==> config.mk <==
export PLATFORM = sky130hd
export DESIGN_NAME = sqrt_recon_seq_flat
export DESIGN_NICKNAME = d
export VERILOG_FILES = /design/src/rtl/sqrt_recon_seq_pkg.sv /design/src/rtl/sqrt_recon_seq_if.sv /design/src/rtl/sqrt_recon_seq_step.sv /design/src/rtl/sqrt_recon_seq.sv /design/src/flat_wrapper.sv
export SDC_FILE = /design/constraint.sdc
export NUM_CORES = 1
export LEC_CHECK = 0
export BUFFER_PORTS_ARGS = -buffer_cell sky130_fd_sc_hd__buf_2
export CORE_ASPECT_RATIO = 1.2
export CORE_UTILIZATION = 56
export CTS_BUF_LIST = sky130_fd_sc_hd__clkbuf_2
export DETAILED_ROUTE_END_ITERATION = 10
export PLACE_DENSITY_LB_ADDON = 0.12
export SETUP_SLACK_MARGIN = 0.4
export SKIP_CTS_REPAIR_TIMING = 1
export SLEW_MARGIN = 20
export SYNTH_ARGS = -nofsm -noshare
export SYNTH_HDL_FRONTEND = slang
export SYNTH_HIERARCHICAL = 1
export SYNTH_SLANG_ARGS = --single-unit
==> constraint.sdc <==
create_clock -name clk -period 2.5 [get_ports clk]
set_input_delay 0.125 -clock clk [delete_from_list [all_inputs] [get_ports clk]]
set_output_delay 0.125 -clock clk [all_outputs]
set_load 0.01 [all_outputs]
==> src/rtl/sqrt_recon_seq_pkg.sv <==
// Shared definitions for the integer square-root wrapper and its round-trip checker.
package sqrt_pkg;

    localparam int Q_WIDTH = 8;
    localparam int R_WIDTH = Q_WIDTH + 1;
    localparam int WIDTH   = 16;
    localparam int ACC_W   = 2 * Q_WIDTH + 1;

    // Sequencer states for the iterative reconstruction.
    typedef enum logic [1:0] {
        IDLE = 2'd0,
        CALC = 2'd1,
        DONE = 2'd2
    } sqrt_state_t;

    // Counter width for a 0..qWidth-1 bit index; never narrower than one bit.
    function automatic int cnt_width(input int qWidth);
        int w;
        w = $clog2(qWidth);
        return (w < 1) ? 1 : w;
    endfunction

    localparam int CNT_W = cnt_width(Q_WIDTH);

endpackage

==> src/rtl/sqrt_recon_seq_if.sv <==
// Operand/result handshake bundle between the sqrt output and the reconstruction block.
interface sqrt_recon_seq_if #(
    parameter int Q_WIDTH = 8,
    parameter int R_WIDTH = 9,
    parameter int WIDTH   = 16
);
    logic               in_valid;
    logic               in_ready;
    logic [Q_WIDTH-1:0] q_in;
    logic [R_WIDTH-1:0] rem_in;
    logic               out_valid;
    logic               out_ready;
    logic [WIDTH-1:0]   radical;
    logic               ovf;
    logic               rem_err;

    modport master (
        output in_valid, q_in, rem_in, out_ready,
        input  in_ready, out_valid, radical, ovf, rem_err
    );

    modport slave (
        input  in_valid, q_in, rem_in, out_ready,
        output in_ready, out_valid, radical, ovf, rem_err
    );
endinterface

==> src/rtl/sqrt_recon_seq_step.sv <==
// One shift-add multiply step: conditionally add the multiplicand, then shift both operands.
module shift_add_mul_step #(
    parameter int Q_WIDTH = 8
) (
    input  logic [2*Q_WIDTH-1:0] mcand_i,
    input  logic [Q_WIDTH-1:0]   mplier_i,
    input  logic [2*Q_WIDTH:0]   acc_i,
    output logic [2*Q_WIDTH-1:0] mcand_o,
    output logic [Q_WIDTH-1:0]   mplier_o,
    output logic [2*Q_WIDTH:0]   acc_o
);

    // Add the partial product for the current multiplier bit and advance to the next bit.
    always_comb begin
        acc_o    = acc_i;
        mcand_o  = mcand_i << 1;
        mplier_o = mplier_i >> 1;
        if (mplier_i[0]) begin
            acc_o = acc_i + {1'b0, mcand_i};
        end
    end

endmodule

==> src/rtl/sqrt_recon_seq.sv <==
// Rebuilds radical = q*q + remainder with a one-bit-per-clock shift-add multiplier.
module sqrt_recon_seq
    import sqrt_pkg::*;
#(
    parameter int Q_WIDTH = sqrt_pkg::Q_WIDTH,
    parameter int R_WIDTH = sqrt_pkg::R_WIDTH,
    parameter int WIDTH   = sqrt_pkg::WIDTH
) (
    input  logic              clk,
    input  logic              rst_n,
    sqrt_recon_seq_if.slave   bus
);

    localparam int LACC_W = 2 * Q_WIDTH + 1;
    localparam int LCNT_W = cnt_width(Q_WIDTH);
    localparam logic [LCNT_W-1:0] LAST_CNT = LCNT_W'(Q_WIDTH - 1);

    sqrt_state_t          state_q, state_d;
    logic [2*Q_WIDTH-1:0] mcand_q, mcand_d;
    logic [Q_WIDTH-1:0]   mplier_q, mplier_d;
    logic [LACC_W-1:0]    acc_q, acc_d;
    logic [LCNT_W-1:0]    cnt_q, cnt_d;
    logic [WIDTH-1:0]     radical_q, radical_d;
    logic                 ovf_q, ovf_d;
    logic                 remErr_q, remErr_d;

    logic [2*Q_WIDTH-1:0] stepMcand;
    logic [Q_WIDTH-1:0]   stepMplier;
    logic [LACC_W-1:0]    stepAcc;
    logic [R_WIDTH:0]     remWide;
    logic [R_WIDTH:0]     twoQ;

    shift_add_mul_step #(
        .Q_WIDTH (Q_WIDTH)
    ) u_step (
        .mcand_i  (mcand_q),
        .mplier_i (mplier_q),
        .acc_i    (acc_q),
        .mcand_o  (stepMcand),
        .mplier_o (stepMplier),
        .acc_o    (stepAcc)
    );

    // Legality test for the incoming pair, compared one bit wider so 2*q cannot wrap.
    always_comb begin
        remWide = {1'b0, bus.rem_in};
        twoQ    = (R_WIDTH + 1)'({bus.q_in, 1'b0});
    end

    // Next-state, datapath update and handshake outputs for the three-state sequencer.
    always_comb begin
        state_d   = state_q;
        mcand_d   = mcand_q;
        mplier_d  = mplier_q;
        acc_d     = acc_q;
        cnt_d     = cnt_q;
        radical_d = radical_q;
        ovf_d     = ovf_q;
        remErr_d  = remErr_q;

        bus.in_ready  = 1'b0;
        bus.out_valid = 1'b0;

        case (state_q)
            IDLE: begin
                bus.in_ready = 1'b1;
                if (bus.in_valid) begin
                    mcand_d  = (2 * Q_WIDTH)'(bus.q_in);
                    mplier_d = bus.q_in;
                    acc_d    = LACC_W'(bus.rem_in);
                    cnt_d    = '0;
                    remErr_d = (remWide > twoQ);
                    state_d  = CALC;
                end
            end
            CALC: begin
                mcand_d  = stepMcand;
                mplier_d = stepMplier;
                acc_d    = stepAcc;
                cnt_d    = cnt_q + LCNT_W'(1);
                if (cnt_q == LAST_CNT) begin
                    radical_d = stepAcc[WIDTH-1:0];
                    ovf_d     = |(stepAcc >> WIDTH);
                    state_d   = DONE;
                end
            end
            DONE: begin
                bus.out_valid = 1'b1;
                if (bus.out_ready) begin
                    state_d = IDLE;
                end
            end
            default: begin
                state_d = IDLE;
            end
        endcase
    end

    // State and datapath registers; reset aborts any operation in flight.
    always_ff @(posedge clk or negedge rst_n) begin
        if (!rst_n) begin
            state_q   <= IDLE;
            mcand_q   <= '0;
            mplier_q  <= '0;
            acc_q     <= '0;
            cnt_q     <= '0;
            radical_q <= '0;
            ovf_q     <= 1'b0;
            remErr_q  <= 1'b0;
        end else begin
            state_q   <= state_d;
            mcand_q   <= mcand_d;
            mplier_q  <= mplier_d;
            acc_q     <= acc_d;
            cnt_q     <= cnt_d;
            radical_q <= radical_d;
            ovf_q     <= ovf_d;
            remErr_q  <= remErr_d;
        end
    end

    assign bus.radical = radical_q;
    assign bus.ovf     = ovf_q;
    assign bus.rem_err = remErr_q;

endmodule

==> src/flat_wrapper.sv <==
// flat-port wrapper written by rule: the top's interface ports become plain ports
module sqrt_recon_seq_flat import sqrt_pkg::*;
#(
    parameter int Q_WIDTH = sqrt_pkg::Q_WIDTH,
    parameter int R_WIDTH = sqrt_pkg::R_WIDTH,
    parameter int WIDTH   = sqrt_pkg::WIDTH
)
  (clk, rst_n, bus_in_valid, bus_q_in, bus_rem_in, bus_out_ready, bus_in_ready, bus_out_valid, bus_radical, bus_ovf, bus_rem_err);
  sqrt_recon_seq_if #(.Q_WIDTH(Q_WIDTH), .R_WIDTH(R_WIDTH), .WIDTH(WIDTH)) bus_i ();
  input  logic clk;
  input  logic rst_n;
  input wire logic [$bits(bus_i.in_valid)-1:0] bus_in_valid;
  input wire logic [$bits(bus_i.q_in)-1:0] bus_q_in;
  input wire logic [$bits(bus_i.rem_in)-1:0] bus_rem_in;
  input wire logic [$bits(bus_i.out_ready)-1:0] bus_out_ready;
  output wire logic [$bits(bus_i.in_ready)-1:0] bus_in_ready;
  output wire logic [$bits(bus_i.out_valid)-1:0] bus_out_valid;
  output wire logic [$bits(bus_i.radical)-1:0] bus_radical;
  output wire logic [$bits(bus_i.ovf)-1:0] bus_ovf;
  output wire logic [$bits(bus_i.rem_err)-1:0] bus_rem_err;
  assign bus_i.in_valid = bus_in_valid;
  assign bus_i.q_in = bus_q_in;
  assign bus_i.rem_in = bus_rem_in;
  assign bus_i.out_ready = bus_out_ready;
  assign bus_in_ready = bus_i.in_ready;
  assign bus_out_valid = bus_i.out_valid;
  assign bus_radical = bus_i.radical;
  assign bus_ovf = bus_i.ovf;
  assign bus_rem_err = bus_i.rem_err;
  sqrt_recon_seq #(.Q_WIDTH(Q_WIDTH), .R_WIDTH(R_WIDTH), .WIDTH(WIDTH)) u_core (.clk(clk), .rst_n(rst_n), .bus(bus_i));
endmodule
Word level (Yosys, flattened, before mapping)
Cells that the tools add are included.
{"block": "op_classes", "magnitude_cmp": 1, "eq_ne": 6, "addsub": 2, "mux": 15, "n_reduce_logical": 6}
{"op": "$mux W17", "count": 2}
{"op": "$pmux W17 S2", "count": 1}
{"op": "$pmux W16 S2", "count": 1}
{"op": "$add A17 B16 Y17", "count": 1}
{"op": "$mux W16", "count": 1}
{"op": "$pmux W8 S2", "count": 1}
{"op": "$gt A9 B9 Y1", "count": 1}
{"op": "$mux W8", "count": 1}
{"op": "$mux W2", "count": 3}
{"op": "$pmux W2 S3", "count": 1}
{"op": "$pmux W3 S2", "count": 1}
{"op": "$reduce_and A2 Y1", "count": 3}
{"op": "$ne A2 B2 Y1 const B", "count": 2}
{"op": "$add A3 B1 Y3 const B", "count": 1}
{"op": "$eq A3 B3 Y1 const B", "count": 1}
{"op": "$mux W3", "count": 1}
{"op": "$reduce_and A3 Y1", "count": 1}
{"op": "$eq A2 B1 Y1 const B", "count": 1}
{"op": "$eq A2 B2 Y1 const B", "count": 1}
{"op": "$logic_not A2 Y1", "count": 1}
{"op": "$mux W1", "count": 2}
{"op": "$ne A2 B1 Y1 const B", "count": 1}
{"op": "$reduce_bool A2 Y1", "count": 1}
{"block": "word_totals", "inputBits": 21, "word_cells": 38, "reg_bits": 64}

Logic depth before layout (Yosys ltp)
Gate-level depths: netlist of the first run.
{"block": "depth", "ltp_word": 3, "depth_mapped": 9, "ltp_nobuf": 9}

By module
Netlist of the first run, hierarchy kept.
{"mod": "sqrt_recon_seq", "area_per_inst_um2": 2806.4, "cells_per_inst": 286, "n_inst": 1}
{"mod": "shift_add_mul_step", "area_per_inst_um2": 1328.8, "cells_per_inst": 182, "n_inst": 1}

Least setup slack after synthesis of the first run
Ideal clock, no wire load.
{"block": "synth_path", "path_kind": "flip-flop to flip-flop", "from": "register u_core.mcand_q[0]", "to": "register u_core.radical_q[10], in the netlist u_core/bus.radical[10]", "arrival_time_ps": 2371, "n_path_buf": 0, "required_time_ps": 2375, "path_slack_ps": 4, "setup_time_ps": 125, "stages_incl_launch_ff": 9, "synth_period_minus_slack_ps": 2496, "path_cell_list": "dfrtp_1 > ha_1 > fa_1 > a21o_1 > a221oi_4 > o311ai_0 > xor2_1 > mux2_2 > mux2_2"}
{"block": "synth_via", "elab_chain_len": 2}
{"item": "start: declaration", "line": "sqrt_recon_seq.sv:19", "rtl": "logic [2*Q_WIDTH-1:0] mcand_q, mcand_d;"}
{"item": "start signal: assignment", "line": "sqrt_recon_seq.sv:112", "rtl": "mcand_q <= mcand_d;"}
{"item": "$add A17 B16 Y17", "line": "sqrt_recon_seq_step.sv:19", "rtl": "acc_o = acc_i + {1'b0, mcand_i};"}
{"item": "$mux W17", "line": "sqrt_recon_seq_step.sv:18", "rtl": "if (mplier_i[0]) begin"}
{"item": "via u_core.stepAcc[10]", "line": "sqrt_recon_seq.sv:29", "rtl": "logic [LACC_W-1:0] stepAcc;"}
{"item": "end signal: assignment", "line": "sqrt_recon_seq.sv:116", "rtl": "radical_q <= radical_d;"}
{"item": "end: declaration", "line": "sqrt_recon_seq.sv:23", "rtl": "logic [WIDTH-1:0] radical_q, radical_d;"}
The timed path passes the listed nets, and every way through them passes these cells.
A chain may end at the register's enable or synchronous reset.

Final worst setup path of the first run
{"block": "layout_path", "from": "register u_core.mcand_q[0]", "to": "register u_core.radical_q[6], in the netlist u_core/bus.radical[6]"}
The elaborated chain is that of the path after synthesis.

==> results of run 1 <==
==> power breakdown <==
group / leakage, uW / internal (uW) / total [uW] / switching (uW)
Sequential: 0.000756 / 1550 / 1960 / 403
Clock: 0.0000677 / 229 / 615 / 385
Combinational: 0.00149 / 2630 / 5550 / 2920
Total: 0.00231 / 4410 / 8120 / 3710
==> sequential cells by signal, summed over array words and instances (netlist names) <==
name                cells
u_core/state_q          2
u_core/mplier_q         8
u_core/acc_q           17
u_core/cnt_q            3
u_core/bus.rem_err      1
u_core/mcand_q         16
u_core/bus.radical     16
u_core/bus.ovf          1
==> final cells by class <==
type | instances | area share (%)
Timing Repair Buffer | 86 | 12.6
Multi-Input combinational cell | 339 | 49.1
Inverter | 14 | 1.07
Clock buffer | 10 | 1.02
Tap cell | 87 | 2.22
Sequential cell | 64 | 32.7
Clock inverter | 6 | 1.23
==> logic make-up (layout without fill, tap and decap cells) <==
kind of cell | count (synthesis) | after routing
other | 1 | 2
AO/OA/AOI/OAI | 89 | 89
AND/OR/NAND/NOR | 186 | 186
buffers and inverters | 66 | 116
multiplexers | 27 | 27
adder cells (fa/ha/maj) | 27 | 27
XOR/XNOR | 8 | 8
flip-flops | 64 | 64
==> through the flow <==
| step | instances | setup TNS [ns] | util [%] |
|---|---|---|---|
| after floorplan | 469 | 0 | - |
| after global placement | 557 | 0 | 61.5 |
| after detailed placement | 557 | -0.0732 | 61.5 |
| after CTS | 573 | -0.340 | 63.1 |
| after global routing | 606 | -1.49 | 70.2 |
| final | 606 | -0.557 | 70.2 |
==> cell usage after synthesis (all sizes together) (2+ instances only) <==
master,number
mux2i,2
ha,26
o21a,2
a211oi,3
a21o,6
nand4,7
inv,14
buf,37
xnor2,5
o2111a,2
o311ai,4
dfrtp,64
nor3,6
xor2,3
nand3,23
o211ai,3
nor4,2
mux2,25
nand2b,4
or3,4
o31ai,2
a31oi,26
or4,2
a211o,2
nand2,94
a21oi,19
nor2,35
o21ai,10
clkbuf,15
nor2b,3
==> critical path, cell delays in order (launching register included) <==
cell,delay [ns]
dfrtp_1,0.45
ha_2,0.20
fa_2,0.36
a21o_1,0.23
a221oi_4,0.31
buf_6,0.16
buf_4,0.11
buf_6,0.08
xnor2_2,0.05
mux2_4,0.29
mux2_2,0.26
==> cells in the final DEF, fill, tap and decap left out, types with 4 or more instances in the layout <==
cell type | synthesis | final
nor3_1 | 5 | 4
inv_1 | 14 | 14
o21ai_0 | 8 | 7
nand3_1 | 23 | 23
mux2_2 | 22 | 16
a31oi_1 | 26 | 25
nor2_1 | 35 | 30
or3_1 | 4 | 4
clkbuf_2 | 1 | 10
nand4_1 | 7 | 7
ha_1 | 26 | 17
dfrtp_1 | 64 | 63
mux2_4 | 0 | 7
ha_4 | 0 | 5
buf_4 | 24 | 23
ha_2 | 0 | 4
a21o_1 | 6 | 6
nand2_1 | 93 | 92
buf_2 | 7 | 40
a21oi_1 | 19 | 16
dlygate4sd3_1 | 0 | 19
==> routing by layer <==
layer / global-route usage, % / up-vias / part of all wire, % / routed length (um)
li1: - / 1709 / - / -
met2: 45.9 / 76 / 52 / 5130
met4: 8.18 / 0 / 1.1 / 104
met1: 31.5 / 1690 / 43 / 4260
met5: 0 / - / 0 / 0
met3: 4.93 / 10 / 3.4 / 333
==> how the worst min path moves through the flow <==
stage,end,depth (start not counted),slack (ns),from
after CTS,u_core/mcand_q[14],1,-0.41,rst_n
after global routing,u_core/mcand_q[14],2,0.16,rst_n
after global placement,u_core/mcand_q[14],1,0.16,rst_n
after detailed placement,u_core/mcand_q[14],1,0.16,rst_n
after floorplan,u_core/acc_q[0],0,-0.17,rst_n
final,u_core/mcand_q[14],2,0.13,rst_n
==> results.md, run 1 <==
- Clock Tree Buf Depth: 2
- Root Buffer: clkbuf_2
- Clock Latency Late Sink: 0.51 ns
- Crit path max fanout: 3
- Hold Fails Final Rpt: 0
- Max Cap Viol: 0
- Setup crit end kind: flip-flop
- Yosys reg bits: 64
- CP endpoint: u_core/bus.radical[6]
- Main synth FF type: dfrtp_1
- Setup Skew: 0.0460 ns
- Compound-Gate Fraction of Synth Area: 15.3%
- R2R Path End: u_core/bus.radical[6]
- Layout cells sized above 1: 28.5%
- Final setup fails: 8
- Io pins: 41
- Sequential area share after synthesis: 38.7%
- EDFF count, synth: 0
- Register Area: 1600 sq um
- Nets: 562
- I/O Buffers: 40
- Max-slew headroom: 53.8%
- DP Area: 4290 sq um
- Post-synthesis xor/xnor area fraction: 1.69%
- Worst Setup SP: u_core/mcand_q[0]
- Vias per cell: 5.75
- Measured slew at the worst slew-check pin: 0.693 ns
- Post-route antenna net violation count: 0
- Vias in the first global route: 3,388
- Total Power: 8120 uW
- # fillers: 537
- Max Slew Vio Count: 0
- Reg-to-reg slack, setup: -0.11 ns
- Chip width: 80.4 um
- FMAX: 0.383 GHz
- Drt pass-1 iters: 4
- Vias post-DR: 3,485
- Failing checks: negative setup slack
- Clock tree sinks: 64
- DR WL/cell: 16.2 um
- Final period utilization: 104%
- Cts bufs inserted: 9
- Initial antenna violation count: 0
- Gr ovfl total: 0
- Synth unique cells: 59
- Max VDD drop: 726 uV
- Synth Area in Adders: 8.35%
- Post-synthesis mux area share: 7.29%
- Status: finished with violations
- CTS tree: built
- PwrDens: 1660 nW/um^2
- Fin worst setup slack: -0.108 ns
- Crit path time final: 2.61 ns
- Initial core utilization: 59.3%
- Residual DRC count: 0
- First-pass GRT wire length: 15,400 um
- Core area: 6980 sq um
- Layout area overhead: 18.4%
- Diode count: 0
- Simple-Gate Fraction of Synth Area: 20.0%
- Critical Path RT: 2.90 ns
- Largest net degree at the start of global routing: 40
- Main combinational cell family by area after synthesis: simple AND/OR/NAND/NOR gates
- FF-to-FF Start: u_core/mcand_q[0]
- Yosys top cell area share: 38.7%
- Iter 0 DRT Violations: 214
- Final GP Congestion: 0.822
- Cells after Synth: 468
- Finished Cell Area: 4900 sq um
- Leakage power: 0.00231 uW
- RSZ-0062 raised after global routing: true
- HPWL Detailed: 6560 um
- Die Area: 7730 sq um
- Total of warnings raised by yosys: 6
- Startpoint types: flip-flop
- Async set-reset flop share out of synthesis: 100%
- Min Hold Slack: 0.131 ns
- Final wirelength: 9820 um
- Data arrival time of the critical path: 3.01 ns
- Mapped Area: 4140 sq um
- Row cnt: 33
- Clk slew on worst S/H paths: 0.21 ns
- H-Tree Depth: 3
- Syn_area_per_cell: 8.84 sq um
- DIE HEIGHT: 96.1 um
- Setup WS pre-CTS: -0.0374 ns
- Multi-input gate area: 2400 sq um
- R2R cell count: 10
- Crit Path Class: reg -> reg
- Gr usage total: 25.9%
- Leading area contributor after synthesis: dfrtp_1
- Synth area leaders: dfrtp_1, nand2_1, ha_1, mux2_2, buf_4
- HP Class: in -> async
(Power assumes the default switching activity.)
==> run 2: changes to the inputs <==
- BUFFER_PORTS_ARGS: -buffer_cell sky130_fd_sc_hd__buf_2 -> -buffer_cell sky130_fd_sc_hd__buf_4
==> run 2 against run 1 <==
Net effect:
- the flow still finishes with violations (negative setup slack)
- clock skew shrank 0.016 ns
- critical path depth shrank 1
- sequential share of layout area shrank 0.22 points
- utilization grew 0.52 points
- routed wire length shrank 2.5%
- worst setup slack gained 0.083 ns
- register-to-register slack gained 0.08 ns
==> results.md, run 2 (synthesis results as in run 1) <==
- Row cnt: 33
- Layout cells sized above 1: 27.8%
- Gr usage total: 25.0%
- Most common cell after layout, fill and taps aside: nand2_1
- Cts bufs inserted: 9
- Clock Tree Buf Depth: 2
- Max FFs per register: 17
- Clock Latency Late Sink: 0.51 ns
- Diode count: 0
- I/O Buffers: 40
- Cell chain of the critical path: ha_2 -> fa_2 -> a21o_1 -> a221oi_4 -> buf_4 -> o311ai_2 -> xor2_1 -> mux2_4 -> mux2_2
- Max VDD drop: 791 uV
- Final period utilization: 101%
- Finished Cell Area: 4930 sq um
- Max-slew headroom: 48.0%
- Fin worst setup slack: -0.0258 ns
- CTS tree: built
- First-pass GRT wire length: 14,700 um
- Layout area overhead: 19.3%
- PwrDens: 1610 nW/um^2
- Vias per cell: 5.82
- Root Buffer: clkbuf_2
- Initial antenna violation count: 0
- Clock tree sinks: 64
- HP Class: in -> async
- Crit path max fanout: 3
- Nets: 561
- HPWL Detailed: 6450 um
- Leakage power: 0.00232 uW
- Setup Skew: 0.0305 ns
- FMAX: 0.396 GHz
- DP Area: 4380 sq um
- Critical Path RT: 2.93 ns
- Residual DRC count: 0
- Initial core utilization: 59.3%
- Top reg by flops: u_core/acc_q
- Measured slew at the worst slew-check pin: 0.780 ns
- Crit path time final: 2.53 ns
- Gr ovfl total: 0
- Vias in the first global route: 3,232
- Crit Path Class: reg -> reg
- Hold Fails Final Rpt: 0
- Drt pass-1 iters: 5
- DR WL/cell: 15.8 um
- Setup WS pre-CTS: -0.0269 ns
- Final GP Congestion: 0.826
- Iter 0 DRT Violations: 247
- Startpoint types: flip-flop
- H-Tree Depth: 3
- # fillers: 537
- Clk slew on worst S/H paths: 0.19 ns
- DIE HEIGHT: 96.1 um
- Layout Utilization: 70.7%
- Core area: 6980 sq um
- Post-route antenna net violation count: 0
- Chip width: 80.4 um
- Io pins: 41
- Data arrival time of the critical path: 2.95 ns
- RSZ-0062 raised after global routing: true
- Crit-path leading delay family: compound AO/OA/AOI/OAI gates
- Most frequent cells in the layout: nand2_1, buf_4, dfrtp_1, nor2_1, a31oi_1
- Slowest stage delay, CP: 0.42 ns
- Final setup fails: 3
- Setup crit end kind: flip-flop
- Largest net degree at the start of global routing: 65
- Vias post-DR: 3,520
- Max Slew Vio Count: 0
- Failing checks: negative setup slack
- Worst Path Buf+Inv: 1
- Max Cap Viol: 0
- Status: finished with violations
- Die Area: 7730 sq um
- Final wirelength: 9580 um
- Crit path max-delay cell type: dfrtp_1
## run 2: cell count changes in the layout (fill, tap and decap cells not counted), sizes merged
cell	change
clkinvlp	-1
bufinv	-1
buf	-1
clkbuf	+2
## run 2: final cells by class
cell class / count / area [sq um] / share of cell area (%)
Inverter: 14 / 52.6 / 1.07
Clock inverter: 4 / 21.3 / 0.431
Clock buffer: 12 / 60.1 / 1.22
Sequential cell: 64 / 1600 / 32.5
Tap cell: 87 / 109 / 2.21
Multi-Input combinational cell: 339 / 2380 / 48.2
Timing Repair Buffer: 85 / 706 / 14.3
## run 2: routing by layer
| layer | up-vias | track usage [%] | wire length, um |
|---|---|---|---|
| met4 | 0 | 8.18 | 94 |
| met2 | 74 | 42.9 | 5090 |
| met5 | - | 0 | 0 |
| li1 | 1718 | - | - |
| met3 | 11 | 5.50 | 311 |
| met1 | 1717 | 31.0 | 4080 |
## run 2: where the power goes
part           switching [uW]  internal [uW]  total, uW
Combinational            2890           2630       5520
Clock                     367            137        504
Sequential                388           1560       1940
Total                    3640           4320       7970
## run 2: worst register-to-register path: cells and delay by family, from the launching register on
kind                       cells  cell delay (ns)
AOI/OAI and AO/OA              3             0.59
DFF                            1             0.42
muxes                          2             0.53
xor gates and xnor gates       1             0.17
adders and majority gates      2             0.55
buffers and inverters          1             0.19
## run 2: worst paths after layout
| kind | from | end | slack, ns | cells after the start |
|---|---|---|---|---|
| setup / recovery | u_core/mcand_q[0] | u_core/bus.radical[10] | -0.03 | 9 |
| hold / removal | rst_n | u_core/bus.radical[8] | 0.23 | 2 |
| setup reg to reg | u_core/mcand_q[0] | u_core/bus.radical[10] | -0.03 | 9 |
| hold reg to reg | u_core/cnt_q[0] | u_core/cnt_q[0] | 0.51 | 1 |
| max in group asynchronous | rst_n | u_core/mcand_q[1] | 1.75 | 2 |
| min in group clk | bus_in_valid | u_core/acc_q[2] | 0.33 | 4 |
## run 2: per-stage QoR
stage	std cells	TNS (ns)	power, uW	hold slack [ns]
5_1_grt	605	-0.649	8620	0.261
3_5_place_dp	556	-0.0269	6570	0.265
2_1_floorplan	469	0	5670	-0.171
6_report	605	-0.0594	7970	0.226
3_3_place_gp	556	0	6440	0.261
4_1_cts	572	-0.105	7090	-0.338
==> run 3: changes to the inputs <==
- CORE_MARGIN: default -> 1.5
- CORE_UTILIZATION: 56 -> 62
- clock period: 2.5 -> 2.6 ns (I/O delays scaled with it)
==> run 3 against run 2 <==
Net effect:
- the run still ends with negative setup slack left
- worst setup slack better by 0.013 ns
- global-route usage rose by 1.0 points
- clock power increased by 24%
- register-to-register slack hardly changed
- total power shrank 5.3%
- combinational power is 8.5% lower
- non-clock buffer count down 10
- sequential power down 4%
- critical path type unchanged
==> results.md, run 3 (synthesis results as in run 1) <==
- Status: finished with violations
- Failing checks: negative setup slack
- Crit-path leading delay family: compound AO/OA/AOI/OAI gates
- Drt pass-1 iters: 6
- Max Slew Vio Count: 0
- Layout cells sized above 1: 24.6%
- Max Cap Viol: 0
- Diode count: 0
- PwrDens: 1560 nW/um^2
- RSZ-0062 raised after global routing: true
- Min Hold Slack: 0.212 ns
- Crit path time final: 2.61 ns
- Final GP Congestion: 0.863
- Crit path max fanout: 3
- Residual DRC count: 0
- Hold Fails Final Rpt: 0
- Leakage power: 0.00227 uW
- DR WL/cell: 16.2 um
- Max FFs per register: 17
- Core area: 6450 sq um
- # fillers: 464
- Max VDD drop: 861 uV
- Cell chain of the critical path: ha_2 -> fa_2 -> a21o_1 -> a221oi_4 -> buf_6 -> o21ai_1 -> xor2_1 -> mux2_2 -> mux2_1
- Measured slew at the worst slew-check pin: 0.810 ns
- Final period utilization: 100%
- Post-route antenna net violation count: 0
- Critical Path RT: 3.02 ns
- Final setup fails: 2
- Layout Utilization: 75.2%
- Crit Path Class: reg -> reg
- R2R cell count: 9
- H-Tree Depth: 3
- CTS tree: built
- Max-slew headroom: 46.0%
- Clk slew on worst S/H paths: 0.20 ns
- Iter 0 DRT Violations: 219
- Initial antenna violation count: 0
- Io pins: 41
- Startpoint types: flip-flop
- Top reg by flops: u_core/acc_q
- Chip width: 77.6 um
- Layout area overhead: 17.2%
- Clock Tree Buf Depth: 2
- Row cnt: 32
- Root Buffer: clkbuf_2
- DIE HEIGHT: 92.5 um
- Worst Path Buf+Inv: 1
- Clock tree sinks: 64
- Most frequent cells in the layout: nand2_1, dfrtp_1, buf_4, nor2_1, a31oi_1
- Vias per cell: 5.85
- HPWL Detailed: 6100 um
- Data arrival time of the critical path: 3.03 ns
- Initial core utilization: 64.1%
- FMAX: 0.383 GHz
- Largest net degree at the start of global routing: 65
- Fin worst setup slack: -0.0126 ns
- Gr ovfl total: 0
- Setup crit end kind: flip-flop
- Most common cell after layout, fill and taps aside: nand2_1
- Vias post-DR: 3,471
- Nets: 551
- Gr usage total: 26.0%
- CP Depth: 9
- Setup Skew: 0.0290 ns
- First-pass GRT wire length: 14,900 um
- Clock Latency Late Sink: 0.52 ns
- Vias in the first global route: 3,194
- HP Class: in -> async
- Slowest stage delay, CP: 0.44 ns
- Cts bufs inserted: 9
- I/O Buffers: 40
- Crit path max-delay cell type: dfrtp_1
- Final wirelength: 9600 um
- Die Area: 7170 sq um
## run 3: final cells by class
class / count / area (sq um) / area share, %
Clock buffer: 10 / 50.0 / 1.03
Clock inverter: 6 / 68.8 / 1.42
Inverter: 14 / 52.6 / 1.08
Multi-Input combinational cell: 339 / 2340 / 48.2
Sequential cell: 64 / 1600 / 33.1
Tap cell: 85 / 106 / 2.19
Timing Repair Buffer: 75 / 631 / 13.0
## run 3: layer usage
layer | global-route usage, % | up-vias | part of all wire [%] | wire, um
li1 | - | 1688 | - | -
met4 | 10.3 | 0 | 2.5 | 241
met3 | 3.84 | 21 | 4.2 | 404
met5 | 0 | - | 0 | 0
met2 | 44.0 | 99 | 50 | 4790
met1 | 33.5 | 1663 | 43 | 4160
## run 3: final timing paths
check	start	end	slack, ns
min in group clk	bus_out_ready	u_core/state_q[1]	0.33
max in group asynchronous	rst_n	u_core/mcand_q[7]	1.81
setup / recovery	u_core/mcand_q[0]	u_core/bus.radical[8]	-0.01
setup reg to reg	u_core/mcand_q[0]	u_core/bus.radical[8]	-0.01
hold / removal	rst_n	u_core/mplier_q[0]	0.21
hold reg to reg	u_core/cnt_q[0]	u_core/cnt_q[0]	0.51
## run 3: worst register-to-register path, stage by stage (launching register included)
cell,delay (ns)
dfrtp_1,0.44
ha_2,0.19
fa_2,0.36
a21o_1,0.24
a221oi_4,0.30
buf_6,0.16
o21ai_1,0.09
xor2_1,0.17
mux2_2,0.28
mux2_1,0.29
## run 3: power by group
part | internal (uW) | total [uW] | switching [uW]
registers | 1490 | 1870 | 374
clock network | 231 | 623 | 392
logic | 2360 | 5050 | 2690
total | 4090 | 7540 | 3460
## run 3: metrics by stage
step                std cells  total power (uW)  worst slack (ns)  area, sq um  setup TNS (ns)
detailed placement        550              6200            0.0937         4340               0
CTS                       566              6820            0.0198         4450               0
finish                    593              7540           -0.0126         4850         -0.0152
global route              593              8130           -0.0586         4850          -0.250
floorplan                 469              5330             0.237         4160               0
global placement          550              6080             0.112         4340               0
